$ cat config.mk
export PLATFORM = sky130hd
export DESIGN_NAME = reg_writeback_flat
export DESIGN_NICKNAME = d
export VERILOG_FILES = /design/src/rtl/reg_writeback_if.sv /design/src/rtl/reg_writeback.sv /design/src/flat_wrapper.sv
export SDC_FILE = /design/constraint.sdc
export NUM_CORES = 1
export LEC_CHECK = 0
export ABC_CLOCK_PERIOD_IN_PS = 2500
export CORE_ASPECT_RATIO = 0.6
export CORE_UTILIZATION = 51
export CTS_BUF_LIST = sky130_fd_sc_hd__clkbuf_16
export CTS_CLUSTER_SIZE = 20
export DETAILED_ROUTE_END_ITERATION = 6
export PLACE_DENSITY = 0.8
export SYNTH_ARGS = -nofsm -noshare
export SYNTH_HDL_FRONTEND = slang
export SYNTH_SLANG_ARGS = --single-unit
$ cat constraint.sdc
create_clock -name clk -period 2.5 [get_ports clk]
set_input_delay 0.375 -clock clk [delete_from_list [all_inputs] [get_ports clk]]
set_output_delay 0.375 -clock clk [all_outputs]
set_load 0.02 [all_outputs]
$ cat src/rtl/reg_writeback_if.sv
// reg_writeback bus bundle: ALU, issue and long-latency
// handshakes plus the register-file write port and status.
interface reg_writeback_if #(
  parameter int DATA_W = 32,
  parameter int ADDR_W = 5,
  parameter int QDEPTH = 2
);
  localparam int CW = $clog2(QDEPTH) + 1;

  logic              alu_valid;
  logic [ADDR_W-1:0] alu_rd;
  logic [DATA_W-1:0] alu_data;
  logic              alu_ready;
  logic              issue_valid;
  logic [ADDR_W-1:0] issue_rd;
  logic              issue_ready;
  logic              lu_valid;
  logic [ADDR_W-1:0] lu_rd;
  logic [DATA_W-1:0] lu_data;
  logic              lu_ready;
  logic              Reg_write;
  logic [ADDR_W-1:0] Rd;
  logic [DATA_W-1:0] write_data;
  logic [31:0]       pending;
  logic [CW-1:0]     q_count;
  logic              err;

  modport master (
    output alu_valid, alu_rd, alu_data,
    output issue_valid, issue_rd,
    output lu_valid, lu_rd, lu_data,
    input  alu_ready, issue_ready, lu_ready,
    input  Reg_write, Rd, write_data,
    input  pending, q_count, err
  );

  modport slave (
    input  alu_valid, alu_rd, alu_data,
    input  issue_valid, issue_rd,
    input  lu_valid, lu_rd, lu_data,
    output alu_ready, issue_ready, lu_ready,
    output Reg_write, Rd, write_data,
    output pending, q_count, err
  );
endinterface

$ cat src/rtl/reg_writeback.sv
// Register-file write arbiter: ALU path, long-latency queue
// and the pending-write scoreboard used for RAW stalls.
module reg_writeback #(
  parameter int DATA_W = 32,
  parameter int ADDR_W = 5,
  parameter int QDEPTH = 2
) (
  input  logic            clk,
  input  logic            rst_n,
  reg_writeback_if.slave  bus
);
  localparam int PW = $clog2(QDEPTH);
  localparam int CW = PW + 1;

  logic [ADDR_W-1:0] qrd_q  [QDEPTH];
  logic [DATA_W-1:0] qdat_q [QDEPTH];
  logic [PW-1:0]     wptr_q, wptr_d;
  logic [PW-1:0]     rptr_q, rptr_d;
  logic [CW-1:0]     cnt_q, cnt_d;
  logic [31:0]       pend_q, pend_d;
  logic              err_q, err_d;
  logic              we_q, we_d;
  logic [ADDR_W-1:0] rd_q, rd_d;
  logic [DATA_W-1:0] wd_q, wd_d;

  logic              full;
  logic              alu_xfer;
  logic              lu_xfer;
  logic              iss_xfer;
  logic              deq;
  logic              sel_v;
  logic [ADDR_W-1:0] sel_rd;
  logic [DATA_W-1:0] sel_data;
  logic [ADDR_W-1:0] head_rd;
  logic [DATA_W-1:0] head_data;

  assign head_rd   = qrd_q[rptr_q];
  assign head_data = qdat_q[rptr_q];

  // Handshakes and write-port arbitration; a full queue
  // always drains first so long-latency units never starve.
  always_comb begin
    full     = (cnt_q == CW'(QDEPTH));
    alu_xfer = bus.alu_valid & ~full;
    lu_xfer  = bus.lu_valid & ~full;
    iss_xfer = bus.issue_valid & ~pend_q[bus.issue_rd];
    deq      = full | (~alu_xfer & (cnt_q != '0));
    sel_v    = 1'b0;
    sel_rd   = '0;
    sel_data = '0;
    unique case (1'b1)
      deq: begin
        sel_v    = 1'b1;
        sel_rd   = head_rd;
        sel_data = head_data;
      end
      alu_xfer: begin
        sel_v    = 1'b1;
        sel_rd   = bus.alu_rd;
        sel_data = bus.alu_data;
      end
      default: ;
    endcase
  end

  // Next state for write port, queue, scoreboard and error.
  always_comb begin
    we_d   = sel_v & (sel_rd != '0);
    rd_d   = we_d ? sel_rd : rd_q;
    wd_d   = we_d ? sel_data : wd_q;
    wptr_d = wptr_q + PW'(lu_xfer);
    rptr_d = rptr_q + PW'(deq);
    cnt_d  = cnt_q + CW'(lu_xfer) - CW'(deq);
    pend_d = pend_q;
    if (deq)
      pend_d[head_rd] = 1'b0;
    if (iss_xfer)
      pend_d[bus.issue_rd] = 1'b1;
    pend_d[0] = 1'b0;
    err_d = err_q;
    if (lu_xfer && bus.lu_rd != '0 && !pend_q[bus.lu_rd])
      err_d = 1'b1;
    if (alu_xfer && bus.alu_rd != '0 && pend_q[bus.alu_rd])
      err_d = 1'b1;
  end

  // Control and write-port registers.
  always_ff @(posedge clk or negedge rst_n) begin
    if (!rst_n) begin
      we_q   <= 1'b0;
      rd_q   <= '0;
      wd_q   <= '0;
      wptr_q <= '0;
      rptr_q <= '0;
      cnt_q  <= '0;
      pend_q <= '0;
      err_q  <= 1'b0;
    end else begin
      we_q   <= we_d;
      rd_q   <= rd_d;
      wd_q   <= wd_d;
      wptr_q <= wptr_d;
      rptr_q <= rptr_d;
      cnt_q  <= cnt_d;
      pend_q <= pend_d;
      err_q  <= err_d;
    end
  end

  // Queue storage, written at the tail on each LU transfer.
  always_ff @(posedge clk or negedge rst_n) begin
    if (!rst_n) begin
      for (int i = 0; i < QDEPTH; i++) begin
        qrd_q[i]  <= '0;
        qdat_q[i] <= '0;
      end
    end else if (lu_xfer) begin
      qrd_q[wptr_q]  <= bus.lu_rd;
      qdat_q[wptr_q] <= bus.lu_data;
    end
  end

  assign bus.alu_ready   = ~full;
  assign bus.lu_ready    = ~full;
  assign bus.issue_ready = ~pend_q[bus.issue_rd];
  assign bus.Reg_write   = we_q;
  assign bus.Rd          = rd_q;
  assign bus.write_data  = wd_q;
  assign bus.pending     = pend_q;
  assign bus.q_count     = cnt_q;
  assign bus.err         = err_q;
endmodule

$ cat src/flat_wrapper.sv
// flat-port wrapper written by rule: the top's interface ports become plain ports
module reg_writeback_flat 
#(
  parameter int DATA_W = 32,
  parameter int ADDR_W = 5,
  parameter int QDEPTH = 2
)
  (clk, rst_n, bus_alu_valid, bus_alu_rd, bus_alu_data, bus_issue_valid, bus_issue_rd, bus_lu_valid, bus_lu_rd, bus_lu_data, bus_alu_ready, bus_issue_ready, bus_lu_ready, bus_Reg_write, bus_Rd, bus_write_data, bus_pending, bus_q_count, bus_err);
  reg_writeback_if #(.DATA_W(DATA_W), .ADDR_W(ADDR_W), .QDEPTH(QDEPTH)) bus_i ();
  input  logic clk;
  input  logic rst_n;
  input wire logic [$bits(bus_i.alu_valid)-1:0] bus_alu_valid;
  input wire logic [$bits(bus_i.alu_rd)-1:0] bus_alu_rd;
  input wire logic [$bits(bus_i.alu_data)-1:0] bus_alu_data;
  input wire logic [$bits(bus_i.issue_valid)-1:0] bus_issue_valid;
  input wire logic [$bits(bus_i.issue_rd)-1:0] bus_issue_rd;
  input wire logic [$bits(bus_i.lu_valid)-1:0] bus_lu_valid;
  input wire logic [$bits(bus_i.lu_rd)-1:0] bus_lu_rd;
  input wire logic [$bits(bus_i.lu_data)-1:0] bus_lu_data;
  output wire logic [$bits(bus_i.alu_ready)-1:0] bus_alu_ready;
  output wire logic [$bits(bus_i.issue_ready)-1:0] bus_issue_ready;
  output wire logic [$bits(bus_i.lu_ready)-1:0] bus_lu_ready;
  output wire logic [$bits(bus_i.Reg_write)-1:0] bus_Reg_write;
  output wire logic [$bits(bus_i.Rd)-1:0] bus_Rd;
  output wire logic [$bits(bus_i.write_data)-1:0] bus_write_data;
  output wire logic [$bits(bus_i.pending)-1:0] bus_pending;
  output wire logic [$bits(bus_i.q_count)-1:0] bus_q_count;
  output wire logic [$bits(bus_i.err)-1:0] bus_err;
  assign bus_i.alu_valid = bus_alu_valid;
  assign bus_i.alu_rd = bus_alu_rd;
  assign bus_i.alu_data = bus_alu_data;
  assign bus_i.issue_valid = bus_issue_valid;
  assign bus_i.issue_rd = bus_issue_rd;
  assign bus_i.lu_valid = bus_lu_valid;
  assign bus_i.lu_rd = bus_lu_rd;
  assign bus_i.lu_data = bus_lu_data;
  assign bus_alu_ready = bus_i.alu_ready;
  assign bus_issue_ready = bus_i.issue_ready;
  assign bus_lu_ready = bus_i.lu_ready;
  assign bus_Reg_write = bus_i.Reg_write;
  assign bus_Rd = bus_i.Rd;
  assign bus_write_data = bus_i.write_data;
  assign bus_pending = bus_i.pending;
  assign bus_q_count = bus_i.q_count;
  assign bus_err = bus_i.err;
  reg_writeback #(.DATA_W(DATA_W), .ADDR_W(ADDR_W), .QDEPTH(QDEPTH)) u_core (.clk(clk), .rst_n(rst_n), .bus(bus_i));
endmodule
After elaboration in Yosys (flattened, before gate mapping)
Cells that the tools add are included.
{ "op_classes": {"n_eq_ne": 1, "order_cmp": 9, "n_bitwise": 14, "addsub": 4, "n_mux": 29, "n_reduce_logical": 14} }
{ "op_table": {"columns": ["cell", "n"], "rows": [
  ["32-bit 2-to-1 mux", 6],
  ["64-bit bitwise mux", 1],
  ["32-bit one-hot mux with 2 select lines", 1],
  ["32-bit bitwise AND", 1],
  ["32-bit demux with 1-bit select", 1],
  ["32-bit NOT", 1],
  ["32-bit OR", 1],
  ["5-bit by 6-bit less-than comparator with 1-bit output (second input constant)", 4],
  ["5-bit 2-to-1 mux", 4],
  ["1-bit binary-select mux with 5-bit select", 3],
  ["5-bit nonzero test", 3],
  ["10-bit bitwise mux", 1],
  ["1-bit demux with 5-bit select", 2],
  ["5-bit by 1-bit greater-or-equal comparator with 1-bit output (second input constant)", 2],
  ["5-bit one-hot mux with 2 select lines", 1],
  ["1-bit 2-to-1 mux", 8],
  ["1-bit logical AND", 7],
  ["1-bit bitwise AND", 5],
  ["5-bit demux with 1-bit select", 1],
  ["2-bit greater-or-equal comparator (second input constant)", 2],
  ["1-bit NOT with 2-bit output", 2],
  ["2-bit nonzero test", 2],
  ["1-bit NOT", 3],
  ["1-bit adder", 2],
  ["7 further kinds", 7]
]} }
{ "word_totals": {"out_inout_bits": 76, "word_cells": 83, "input_bits": 84, "register_bits": 148} }

Depth between registers and ports, before layout
Gate-level depths: netlist of run 1.
{ "depth": {"word_depth": 13, "mapped_depth": 9, "depth_no_buf": 5} }

Worst setup path before layout of run 1
No wires, ideal clock.
{ "synth_path": {"path_kind": "reg-to-reg", "startpoint": "register u_core.cnt_q[0] (netlist: u_core.bus.q_count[0])", "endpoint": "register u_core.qdat_q[10] (netlist bit)", "setup_ns": 0.125, "synth_period_minus_slack_ns": 2.386, "path_stages_with_launch": 7, "t_required_ns": 2.375, "setup_slack_ns": 0.114, "n_path_buf": 2, "t_arrival_ns": 2.261, "cell_sequence": "dfrtp_1 nand2b_1 and2_1 ha_1 clkbuf_1 clkbuf_1 mux2_2"} }
{ "synth_via": {"elab_chain_len": 3} }
{ "synth_rtl": {"columns": ["element", "line", "rtl"], "rows": [
  ["start: declaration", "reg_writeback.sv:19", "logic [CW-1:0] cnt_q, cnt_d;"],
  ["start signal: assignment", "reg_writeback.sv:104", "cnt_q <= cnt_d;"],
  ["2-bit equality test", "reg_writeback.sv:43", "full = (cnt_q == CW'(QDEPTH));"],
  ["1-bit NOT", null, null],
  ["named net bus_alu_ready", "flat_wrapper.sv:20", "output wire logic [$bits(bus_i.alu_ready)-1:0] bus_alu_ready;"],
  ["1-bit bitwise AND", "reg_writeback.sv:45", "lu_xfer = bus.lu_valid & ~full;"],
  ["end signal: indexed assignment", "reg_writeback.sv:119", "qdat_q[wptr_q] <= bus.lu_data;"],
  ["end: declaration", "reg_writeback.sv:16", "logic [DATA_W-1:0] qdat_q [QDEPTH];"]
]} }
The timed path passes the listed nets, and every way through them passes these cells.
A chain may end at the register's enable or synchronous reset.

Final worst setup path of run 1
{ "layout_path": {"startpoint": "register u_core.pend_q[6] (netlist: u_core.bus.pending[6])", "endpoint": "output bus_issue_ready"} }
{ "layout_via": {"elab_chain_len": 3} }
{ "layout_rtl": {"columns": ["element", "line", "rtl"], "rows": [
  ["start: declaration", "reg_writeback.sv:20", "logic [31:0] pend_q, pend_d;"],
  ["start signal: assignment", "reg_writeback.sv:105", "pend_q <= pend_d;"],
  ["1-bit binary-select mux with 5-bit select", "reg_writeback.sv:125", "assign bus.issue_ready = ~pend_q[bus.issue_rd];"],
  ["1-bit 2-to-1 mux (not written as such)", "reg_writeback.sv:125", null],
  ["1-bit NOT", "reg_writeback.sv:125", null],
  ["end: declaration", "flat_wrapper.sv:21", "output wire logic [$bits(bus_i.issue_ready)-1:0] bus_issue_ready;"]
]} }
No other way between the ends. The select of a mux whose other input is x is not followed.

==> results of run 1 <==
-- cells in the mapped netlist, drive strengths merged --
cell / instances
nor3: 2
a2111o: 1
nor3b: 3
a41o: 1
nor2b: 4
and2: 2
nand3: 7
a211oi: 1
a221oi: 1
a21bo: 1
o311a: 1
and3b: 1
xnor2: 2
nand3b: 9
o21ai: 102
a41oi: 1
a21oi: 2
clkbuf: 19
buf: 21
or4: 1
nand4bb: 1
or3b: 1
dfrtp: 148
a31o: 1
nand4: 2
a22o: 1
mux4: 20
nand2: 59
o211ai: 1
nor2: 5
or3: 2
nand2b: 1
conb: 1
mux2: 109
and3: 1
inv: 8
o221ai: 5
mux2i: 44
o21a: 1
ha: 3
-- worst reg2reg max path, stage by stage (launching register included) --
cell	delay, ps
sky130_fd_sc_hd__dfrtp_2	460
sky130_fd_sc_hd__buf_4	220
sky130_fd_sc_hd__nor3b_1	170
sky130_fd_sc_hd__o21ai_1	280
sky130_fd_sc_hd__o21ai_1	120
sky130_fd_sc_hd__nand2_2	100
sky130_fd_sc_hd__buf_12	250
sky130_fd_sc_hd__mux2_2	420
-- path summary, 6_finish.rpt --
kind,from,end,slack (ps),cells past startpoint
hold / removal,rst_n,u_core.bus.pending[16],480,2
setup reg to reg,u_core.rptr_q,u_core.bus.write_data[16],370,7
hold reg to reg,u_core.qdat_q[54],u_core.qdat_q[54],510,1
min in group clk,u_core.qdat_q[54],u_core.qdat_q[54],510,1
max in group asynchronous,rst_n,u_core.rptr_q,1340,3
setup / recovery,u_core.bus.pending[6],bus_issue_ready,20,5
-- final cells by class --
cell class / instances / area [µm²]
fillers: 937 / 3740
flip-flops and latches: 148 / 3700
multi-input cells: 400 / 3430
repair buffers: 219 / 2140
clock buffers: 17 / 425
well taps: 192 / 240
clock inverters: 15 / 168
inverters: 8 / 30.0
-- where the power goes --
group / total (mW) / switching [mW] / internal, mW
Sequential: 4.42 / 0.804 / 3.61
Clock: 2.58 / 1.08 / 1.50
Combinational: 6.92 / 3.38 / 3.54
-- cells in the final DEF, fill, tap and decap left out, types with 7 or more instances in the layout --
cell type / synthesis / final
sky130_fd_sc_hd__mux4_2: 20 / 20
sky130_fd_sc_hd__nand3_1: 7 / 7
sky130_fd_sc_hd__mux2_4: 14 / 14
sky130_fd_sc_hd__buf_4: 2 / 51
sky130_fd_sc_hd__nand2_1: 59 / 58
sky130_fd_sc_hd__o21ai_0: 99 / 98
sky130_fd_sc_hd__nand3b_1: 9 / 9
sky130_fd_sc_hd__dfrtp_1: 148 / 147
sky130_fd_sc_hd__buf_12: 0 / 7
sky130_fd_sc_hd__mux2i_1: 43 / 43
sky130_fd_sc_hd__inv_1: 8 / 8
sky130_fd_sc_hd__clkdlybuf4s50_1: 0 / 154
sky130_fd_sc_hd__mux2_2: 95 / 95
sky130_fd_sc_hd__clkbuf_16: 0 / 17
-- kinds of logic after synthesis --
| family | share of synthesized area |
|---|---|
| multiplexers | 0.295 |
| flip-flops | 0.503 |
| AO/OA/AOI/OAI | 0.0930 |
| AND/OR/NAND/NOR | 0.0673 |
| buffers and inverters | 0.0330 |
| adder cells (fa/ha/maj) | 0.00510 |
| XOR/XNOR | 0.00238 |
| other | 0.000510 |
-- metal layers --
layer / share of wire / vias up / GRT usage
li1: - / 2574 / -
met1: 0.44 / 2986 / 0.446
met2: 0.43 / 311 / 0.437
met3: 0.12 / 21 / 0.115
met4: 0.0094 / 0 / 0.0704
met5: 0 / - / 0
-- flip-flops by register name (all words and copies together) (netlist names) --
register,cells
u_core.bus.Rd,5
u_core.bus.Reg_write,1
u_core.bus.err,1
u_core.bus.pending,31
u_core.bus.q_count,2
u_core.bus.write_data,32
u_core.qdat_q,64
u_core.qrd_q,10
u_core.rptr_q,1
u_core.wptr_q,1
-- timing repair --
action | in CTS | in global routing
setup endpoints to repair | 1 | 1
buffers inserted | 0 | 1
resized for setup | 9 | 2
endpoints found under the hold margin | 53 | 0
hold buffers | 1 | 0
pin swaps | 0 | 1
==> parameters.txt, run 1 <==
Parameter                              Value

Clock tree
  # H-tree levels    4
  Clock slew seen by the registers of the worst setup and hold paths    60 ps
  TritonCTS Buffers    17
  TritonCTS clock tree    built
  Number of clock sinks    148
  Worst skew pair latency    420 ps
  CTS Root Cell    sky130_fd_sc_hd__clkbuf_16
  Maximum buffer depth of the clock tree    2

Worst setup path
  Arr. time, crit path    2100 ps
  Capturing element type of the critical path    primary output
  WS Path Type    reg -> out
  Critical path fanouts, max    2
  Worst-path cell with the longest stage delay    sky130_fd_sc_hd__mux4_2
  Critical Path Start Type    flip-flop
  Top Family by Delay on Critical Path    multiplexers
  Delay contributed by the slowest stage of the critical path    470 ps
  Cell-by-cell listing of the critical path    mux4_2, a22o_1, a221oi_4, and3_4, buf_6
  Number of buffer and inverter stages on the critical path    1
  Required arrival time at the worst endpoint    2120 ps

Floorplan
  Die Area    14900 µm²
  # IOs    160
  Number of standard-cell rows in the floorplan    33
  Die Height    95.1 µm
  Die span in x    157 µm
  Starting density of the core    0.530
  Total core area    13900 µm²

Synthesis
  Yosys Warn Count    0
  Post-Syn Area per Cell    12.3 µm²
  Post-Syn Nets    683
  Yosys reg bits    148
  Fraction of synthesized cell area taken by the top area cell type    0.503
  Gate count after technology mapping    596
  Count of different cell masters after synthesis    48
  Leading cell types by total area after synthesis    sky130_fd_sc_hd__dfrtp_1, sky130_fd_sc_hd__mux2_2, sky130_fd_sc_hd__o21ai_0
  Most area-hungry cell type in the Yosys netlist    sky130_fd_sc_hd__dfrtp_1
  Synth Cell Area    7360 µm²
  Sequential element share of the synthesized area    0.503

STA
  Final hold violation count    0
  Final setup violation count    0
  Crit path time final    2480 ps
  Relative slew margins    0.465
  Final Worst Setup Slack    24.0 ps
  Tightest hold margin    480 ps
  Fmax    404 MHz
  Setup TNS    0 ps
  Unrepaired setup endpoints after global routing    true
  Final Skew    10.5 ps
  Post-route fraction of the period consumed by the critical path    0.990
  Slew at the pin closest to its max-slew limit    793 ps
  Final slew viol count    0

Global route
  Overflow after GRT    0
  First-pass GRT wire length    33.8 mm
  Number of global-route vias before repair    5925
  Initial antenna violation count    0
  Global-route usage over all layers    0.308
  Maximum number of pins on one net before global-route repair    56

Outcome
  Outcome    completed

Finish
  Area growth, synth to finish    37.7%
  Number of antenna repair diodes    0
  Layout cell share with drive strength beyond 1    0.292
  Final std cells w/o fill    999
  Number of nets at the end of the flow    881
  Utilization after layout    0.731
  Design area    10100 µm²

Power and ir drop
  Power per unit of standard cell area    1370 nW/µm²
  Final Power    13.9 mW
  Pleak    4.30 nW
  Peak VDD IR    0.639 mV

Place
  Post-place instance area    9510 µm²
  Dpl cells    965
  Worst slack at placement    -685 ps
  Input/output buffers    158
  Final Wtd Congestion    1.08
  Post-detail-place hpwl    15.9 mm

Drt
  Via/cell ratio    5.90
  Average wire per cell in the routed design    21.9 µm
  Violation count after the first detailed-routing iteration    496
  First-pass detailed-route iteration total    5
  Vias    5892
  DRC viols    0
  Routed WL    21.9 mm
  Final ANT Viol Nets    0

Run
  Number of max-capacitance violations reported    0

Hold path
  Kind of path behind the tightest hold check    in -> async
Power figures use the tool's default switching activity.
==> run 2, diff against run 1 <==
Settings changed: MAX_ROUTING_LAYER set to met4.
==> parameters.txt, run 2 (same netlist as run 1, synthesis figures left out) <==
Parameter                              Value

Outcome
  Outcome    completed

Global route
  Number of global-route vias before repair    5942
  Maximum number of pins on one net before global-route repair    79
  First-pass GRT wire length    33.9 mm
  Overflow after GRT    0
  Initial antenna violation count    0
  Global-route usage over all layers    0.317

Floorplan
  Number of standard-cell rows in the floorplan    33
  Starting density of the core    0.530
  Die Height    95.1 µm
  Total core area    13900 µm²
  # IOs    160
  Die Area    14900 µm²
  Die span in x    157 µm

Worst setup path
  Delay contributed by the slowest stage of the critical path    570 ps
  Worst-path cell with the longest stage delay    sky130_fd_sc_hd__clkdlybuf4s50_1
  Critical path fanouts, max    10
  Top Family by Delay on Critical Path    buffers and inverters
  Critical Path Start Type    primary input
  Arr. time, crit path    2110 ps
  WS Path Type    in -> out
  Startpoint of the worst-slack reg-to-reg timing path    u_core.rptr_q
  Number of buffer and inverter stages on the critical path    3
  Most frequent CP cell    sky130_fd_sc_hd__buf_6
  Cell-by-cell listing of the critical path    clkdlybuf4s50_1, buf_6, mux4_2, a221oi_4, and3_1, buf_6
  Critical path launch point    bus_issue_rd[1]
  Capturing element type of the critical path    primary output
  Required arrival time at the worst endpoint    2120 ps

Clock tree
  Clock slew seen by the registers of the worst setup and hold paths    60 ps
  Setup Buffers After CTS    0
  Number of clock sinks    148
  Maximum buffer depth of the clock tree    2
  # H-tree levels    4
  CTS Root Cell    sky130_fd_sc_hd__clkbuf_16
  Worst skew pair latency    410 ps
  TritonCTS clock tree    built
  TritonCTS Buffers    17

Power and ir drop
  Peak VDD IR    0.706 mV
  Power per unit of standard cell area    1390 nW/µm²
  Switch share    0.378
  Pleak    4.28 nW
  Internal power    8.72 mW
  Combinational share of power    0.495
  Sequential share of power    0.317
  Clock group share of total power    0.188
  Switching power summed over all nets    5.30 mW

STA
  Slew at the pin closest to its max-slew limit    801 ps
  Final Worst Setup Slack    18.4 ps
  Crit path time final    2480 ps
  Final setup violation count    0
  Final slew viol count    0
  Fmax    403 MHz
  Post-route fraction of the period consumed by the critical path    0.993
  Unrepaired setup endpoints after global routing    true
  Final hold violation count    0
  Final Skew    8.45 ps
  Relative slew margins    0.460
  Tightest hold margin    413 ps

Hold path
  Kind of path behind the tightest hold check    in -> async

Finish
  Number of antenna repair diodes    0
  Final std cells w/o fill    996
  Most common cell after layout, fill and taps aside    sky130_fd_sc_hd__clkdlybuf4s50_1
  Most frequent cells in the layout    sky130_fd_sc_hd__clkdlybuf4s50_1, sky130_fd_sc_hd__dfrtp_1, sky130_fd_sc_hd__o21ai_0
  Area growth, synth to finish    37.4%
  Layout cell share with drive strength beyond 1    0.289
  Register with the most flip-flops    u_core.qdat_q
  Number of nets at the end of the flow    879
  Fill cell total of the finished layout    956
  Flip-flop count of the largest register after layout    64
  Sequential Area    3700 µm²
  Area occupied by multi-input gates    3420 µm²

Drt
  Final ANT Viol Nets    0
  Vias    5947
  Routed WL    22.0 mm
  First-pass detailed-route iteration total    5
  Average wire per cell in the routed design    22.1 µm
  DRC viols    0
  Violation count after the first detailed-routing iteration    513
  Via/cell ratio    5.97

Place
  Input/output buffers    158
  Post-detail-place hpwl    16.1 mm
  Worst slack at placement    -714 ps
  Final Wtd Congestion    1.05
  Dpl cells    964

Run
  Number of max-capacitance violations reported    0
## run 2: cell count changes in the layout (fill, tap and decap cells not counted)
cell                              previous run  this run
sky130_fd_sc_hd__and3_1                      0         1
sky130_fd_sc_hd__bufinv_16                   2         3
sky130_fd_sc_hd__clkdlybuf4s50_1           154       155
sky130_fd_sc_hd__dlygate4sd2_1               2         1
sky130_fd_sc_hd__buf_12                      7         6
sky130_fd_sc_hd__clkinv_4                    2         1
sky130_fd_sc_hd__inv_8                       2         0
sky130_fd_sc_hd__and3_4                      1         0
sky130_fd_sc_hd__inv_6                       5         6
sky130_fd_sc_hd__buf_4                      51        50
## run 2: stage by stage
stage          TNS [ps]  power (mW)  area (µm²)  utilization
3_5_place_dp      -3320        11.2        9490        0.684
6_report              0        14.0       10100        0.729
3_3_place_gp       -954        11.0        9490        0.684
4_1_cts               0        13.9       10100        0.728
2_1_floorplan         0        8.26        7360            -
5_1_grt           -33.8        14.7       10100        0.729
## run 2: path summary, 6_finish.rpt
path                                     endpoint  depth (start not counted)  slack, ps
max                               bus_issue_ready                          6         20
min                        u_core.bus.pending[16]                          2        410
max reg2reg                 u_core.bus.pending[4]                          4        350
min reg2reg                      u_core.qdat_q[7]                          1        510
max in group asynchronous       u_core.qdat_q[29]                          3       1330
min in group clk                 u_core.qdat_q[7]                          1        510
## run 2: cell type report
type / instances / share of cell area
Timing Repair Buffer: 217 / 0.209
Sequential cell: 148 / 0.366
Inverter: 8 / 0.00297
Clock inverter: 14 / 0.0173
Tap cell: 192 / 0.0238
Multi-Input combinational cell: 400 / 0.339
Clock buffer: 17 / 0.0421
## run 2: repair_timing
item	in CTS	in global routing
gates resized for setup	7	2
pin swaps	0	1
hold buffers	1	0
endpoints found under the setup margin	1	1
endpoints found under the hold margin	32	0
## run 2: per-layer routing
metal	global-route usage	wire (µm)	share of wire
met5	-	0	0
met4	0.0663	230	0.010
met2	0.444	9490	0.43
met3	0.109	2390	0.11
met1	0.444	9920	0.45
## run 2: power groups by stage
stage	Sequential (mW)	Clock [mW]	Combinational, mW
4_1_cts	4.40	2.67	6.86
5_1_grt	4.56	2.77	7.34
2_1_floorplan	4.94	0	3.32
3_5_place_dp	4.43	0	6.82
3_3_place_gp	4.34	0	6.62
6_report	4.44	2.64	6.95
==> run 3, diff against run 2 <==
Settings changed: GPL_ROUTABILITY_DRIVEN set to 0.
==> parameters.txt, run 3 (same netlist as run 1, synthesis figures left out) <==
Parameter                              Value

Worst setup path
  Critical register-to-register path endpoint    u_core.bus.pending[28]
  Cell-by-cell listing of the critical path    mux4_2, a22o_1, a221oi_4, and3_1, buf_4
  Reg-to-reg slack, setup    110 ps
  Critical Path Start Type    flip-flop
  Startpoint of the worst-slack reg-to-reg timing path    u_core.rptr_q
  Delay contributed by the slowest stage of the critical path    480 ps
  Worst-path cell with the longest stage delay    sky130_fd_sc_hd__mux4_2
  Required arrival time at the worst endpoint    2120 ps
  Critical path fanouts, max    2
  Capturing element type of the critical path    primary output
  Arr. time, crit path    2080 ps
  FF-to-FF path depth    4
  WS Path Type    reg -> out

STA
  Tightest hold margin    507 ps
  Final hold violation count    0
  Post-route fraction of the period consumed by the critical path    0.981
  Slew at the pin closest to its max-slew limit    822 ps
  Crit path time final    2450 ps
  Relative slew margins    0.446
  Final slew viol count    0
  Final setup violation count    0
  Final Skew    11.2 ps
  Unrepaired setup endpoints after global routing    false
  Fmax    408 MHz

Drt
  Via/cell ratio    5.93
  First-pass detailed-route iteration total    5
  Average wire per cell in the routed design    21.7 µm
  Routed WL    21.6 mm
  Final ANT Viol Nets    0
  Vias    5918
  Violation count after the first detailed-routing iteration    604
  DRC viols    0

Floorplan
  Die Area    14900 µm²
  Starting density of the core    0.530
  Die span in x    157 µm
  Number of standard-cell rows in the floorplan    33
  Die Height    95.1 µm
  # IOs    160
  Total core area    13900 µm²

Clock tree
  Maximum buffer depth of the clock tree    2
  Number of clock sinks    148
  TritonCTS Buffers    17
  TritonCTS clock tree    built
  CTS Root Cell    sky130_fd_sc_hd__clkbuf_16
  # H-tree levels    4
  Worst skew pair latency    410 ps
  Setup Buffers After CTS    0
  Clock slew seen by the registers of the worst setup and hold paths    60 ps

Place
  Post-detail-place hpwl    15.4 mm
  Input/output buffers    158

Finish
  Layout cell share with drive strength beyond 1    0.290
  Most common cell after layout, fill and taps aside    sky130_fd_sc_hd__clkdlybuf4s50_1
  Area growth, synth to finish    37.8%
  Utilization after layout    0.731
  Register with the most flip-flops    u_core.qdat_q
  Number of antenna repair diodes    0
  Flip-flop count of the largest register after layout    64
  Most frequent cells in the layout    sky130_fd_sc_hd__clkdlybuf4s50_1, sky130_fd_sc_hd__dfrtp_1, sky130_fd_sc_hd__o21ai_0
  Number of nets at the end of the flow    880

Power and ir drop
  Power per unit of standard cell area    1380 nW/µm²
  Switching power summed over all nets    5.24 mW
  Combinational share of power    0.490
  Peak VDD IR    0.738 mV
  Switch share    0.376
  Sequential share of power    0.318
  Pleak    4.31 nW
  Internal power    8.71 mW
  Clock group share of total power    0.192

Global route
  Overflow after GRT    0
  Global-route usage over all layers    0.310
  Maximum number of pins on one net before global-route repair    72
  Initial antenna violation count    0
  First-pass GRT wire length    33.3 mm
  Number of global-route vias before repair    6088

Hold path
  Kind of path behind the tightest hold check    reg -> reg
  Cell count of the worst hold path    1
  Sink of the worst hold path    u_core.qdat_q[47]
  Launch point of the worst hold path    u_core.qdat_q[47]

Run
  Number of max-capacitance violations reported    0

Outcome
  Outcome    completed
run 3: changes by cell type in the layout (fill, tap and decap cells not counted):
| cell | before | now |
|---|---|---|
| sky130_fd_sc_hd__inv_8 | 0 | 2 |
| sky130_fd_sc_hd__clkdlybuf4s50_1 | 155 | 154 |
| sky130_fd_sc_hd__buf_4 | 50 | 51 |
| sky130_fd_sc_hd__buf_6 | 4 | 3 |
| sky130_fd_sc_hd__clkinv_1 | 1 | 0 |
| sky130_fd_sc_hd__clkinv_2 | 1 | 0 |
| sky130_fd_sc_hd__buf_12 | 6 | 7 |
| sky130_fd_sc_hd__inv_1 | 8 | 9 |
| sky130_fd_sc_hd__dlygate4sd2_1 | 1 | 2 |
run 3: layer usage:
layer	vias up	part of all wire	global-route usage	routed length, µm
met5	-	0	-	0
met4	0	0.016	0.0955	342
met3	56	0.11	0.101	2450
met2	363	0.44	0.439	9520
met1	2931	0.43	0.425	9330
li1	2568	-	-	-
run 3: final cells by class:
class | count | area [µm²]
clock buffer | 17 | 425
clock inverter | 15 | 193
timing repair buffer | 218 | 2130
fill | 948 | 3730
inverter | 8 | 30.0
sequential | 148 | 3700
multi-input combinational | 400 | 3420
tap | 192 | 240
run 3: worst max-delay path: cells and delay by family (launching register included):
family          cells  cell delay, ps
flops               1             390
buf+inv             1             140
simple gates        1             190
mux                 1             480
compound gates      2             470
run 3: worst max path at each step:
| stage | start | end | slack, ps | cells after the start |
|---|---|---|---|---|
| final | u_core.bus.pending[19] | bus_issue_ready | 50 | 5 |
| after global placement | bus_issue_rd[0] | bus_issue_ready | -590 | 6 |
| after detailed placement | bus_issue_rd[0] | bus_issue_ready | -650 | 6 |
| after floorplan | u_core.bus.q_count[0] | u_core.qdat_q[10] | 110 | 6 |
| after global routing | u_core.bus.pending[19] | bus_issue_ready | 7 | 5 |
| after CTS | u_core.bus.pending[19] | bus_issue_ready | 0.2 | 5 |
run 3: stage by stage:
stage / cell area, µm² / power [mW] / setup slack, ps / std cells / setup TNS, ps
detailed placement: 9510 / 11.1 / -652 / 965 / -2110
CTS: 10100 / 13.9 / 0.162 / 998 / 0
floorplan: 7360 / 8.26 / 114 / 596 / 0
finish: 10100 / 14.0 / 47.1 / 998 / 0
global placement: 9510 / 10.9 / -591 / 965 / -737
global route: 10100 / 14.6 / 6.81 / 998 / 0
run 3: what timing repair did:
item,CTS,global route
pin swaps,1,1
endpoints found under the setup margin,1,1
resized for setup,8,1
cloned,0,0
hold buffers,1,0
endpoints found under the hold margin,4,0
run 3: power by group through the flow:
stage	sequential [mW]	combinational (mW)	clock, mW
after global placement	4.35	6.52	0
after detailed placement	4.43	6.71	0
after CTS	4.42	6.77	2.72
final	4.44	6.83	2.68
after global routing	4.57	7.23	2.83
after floorplan	4.94	3.32	0
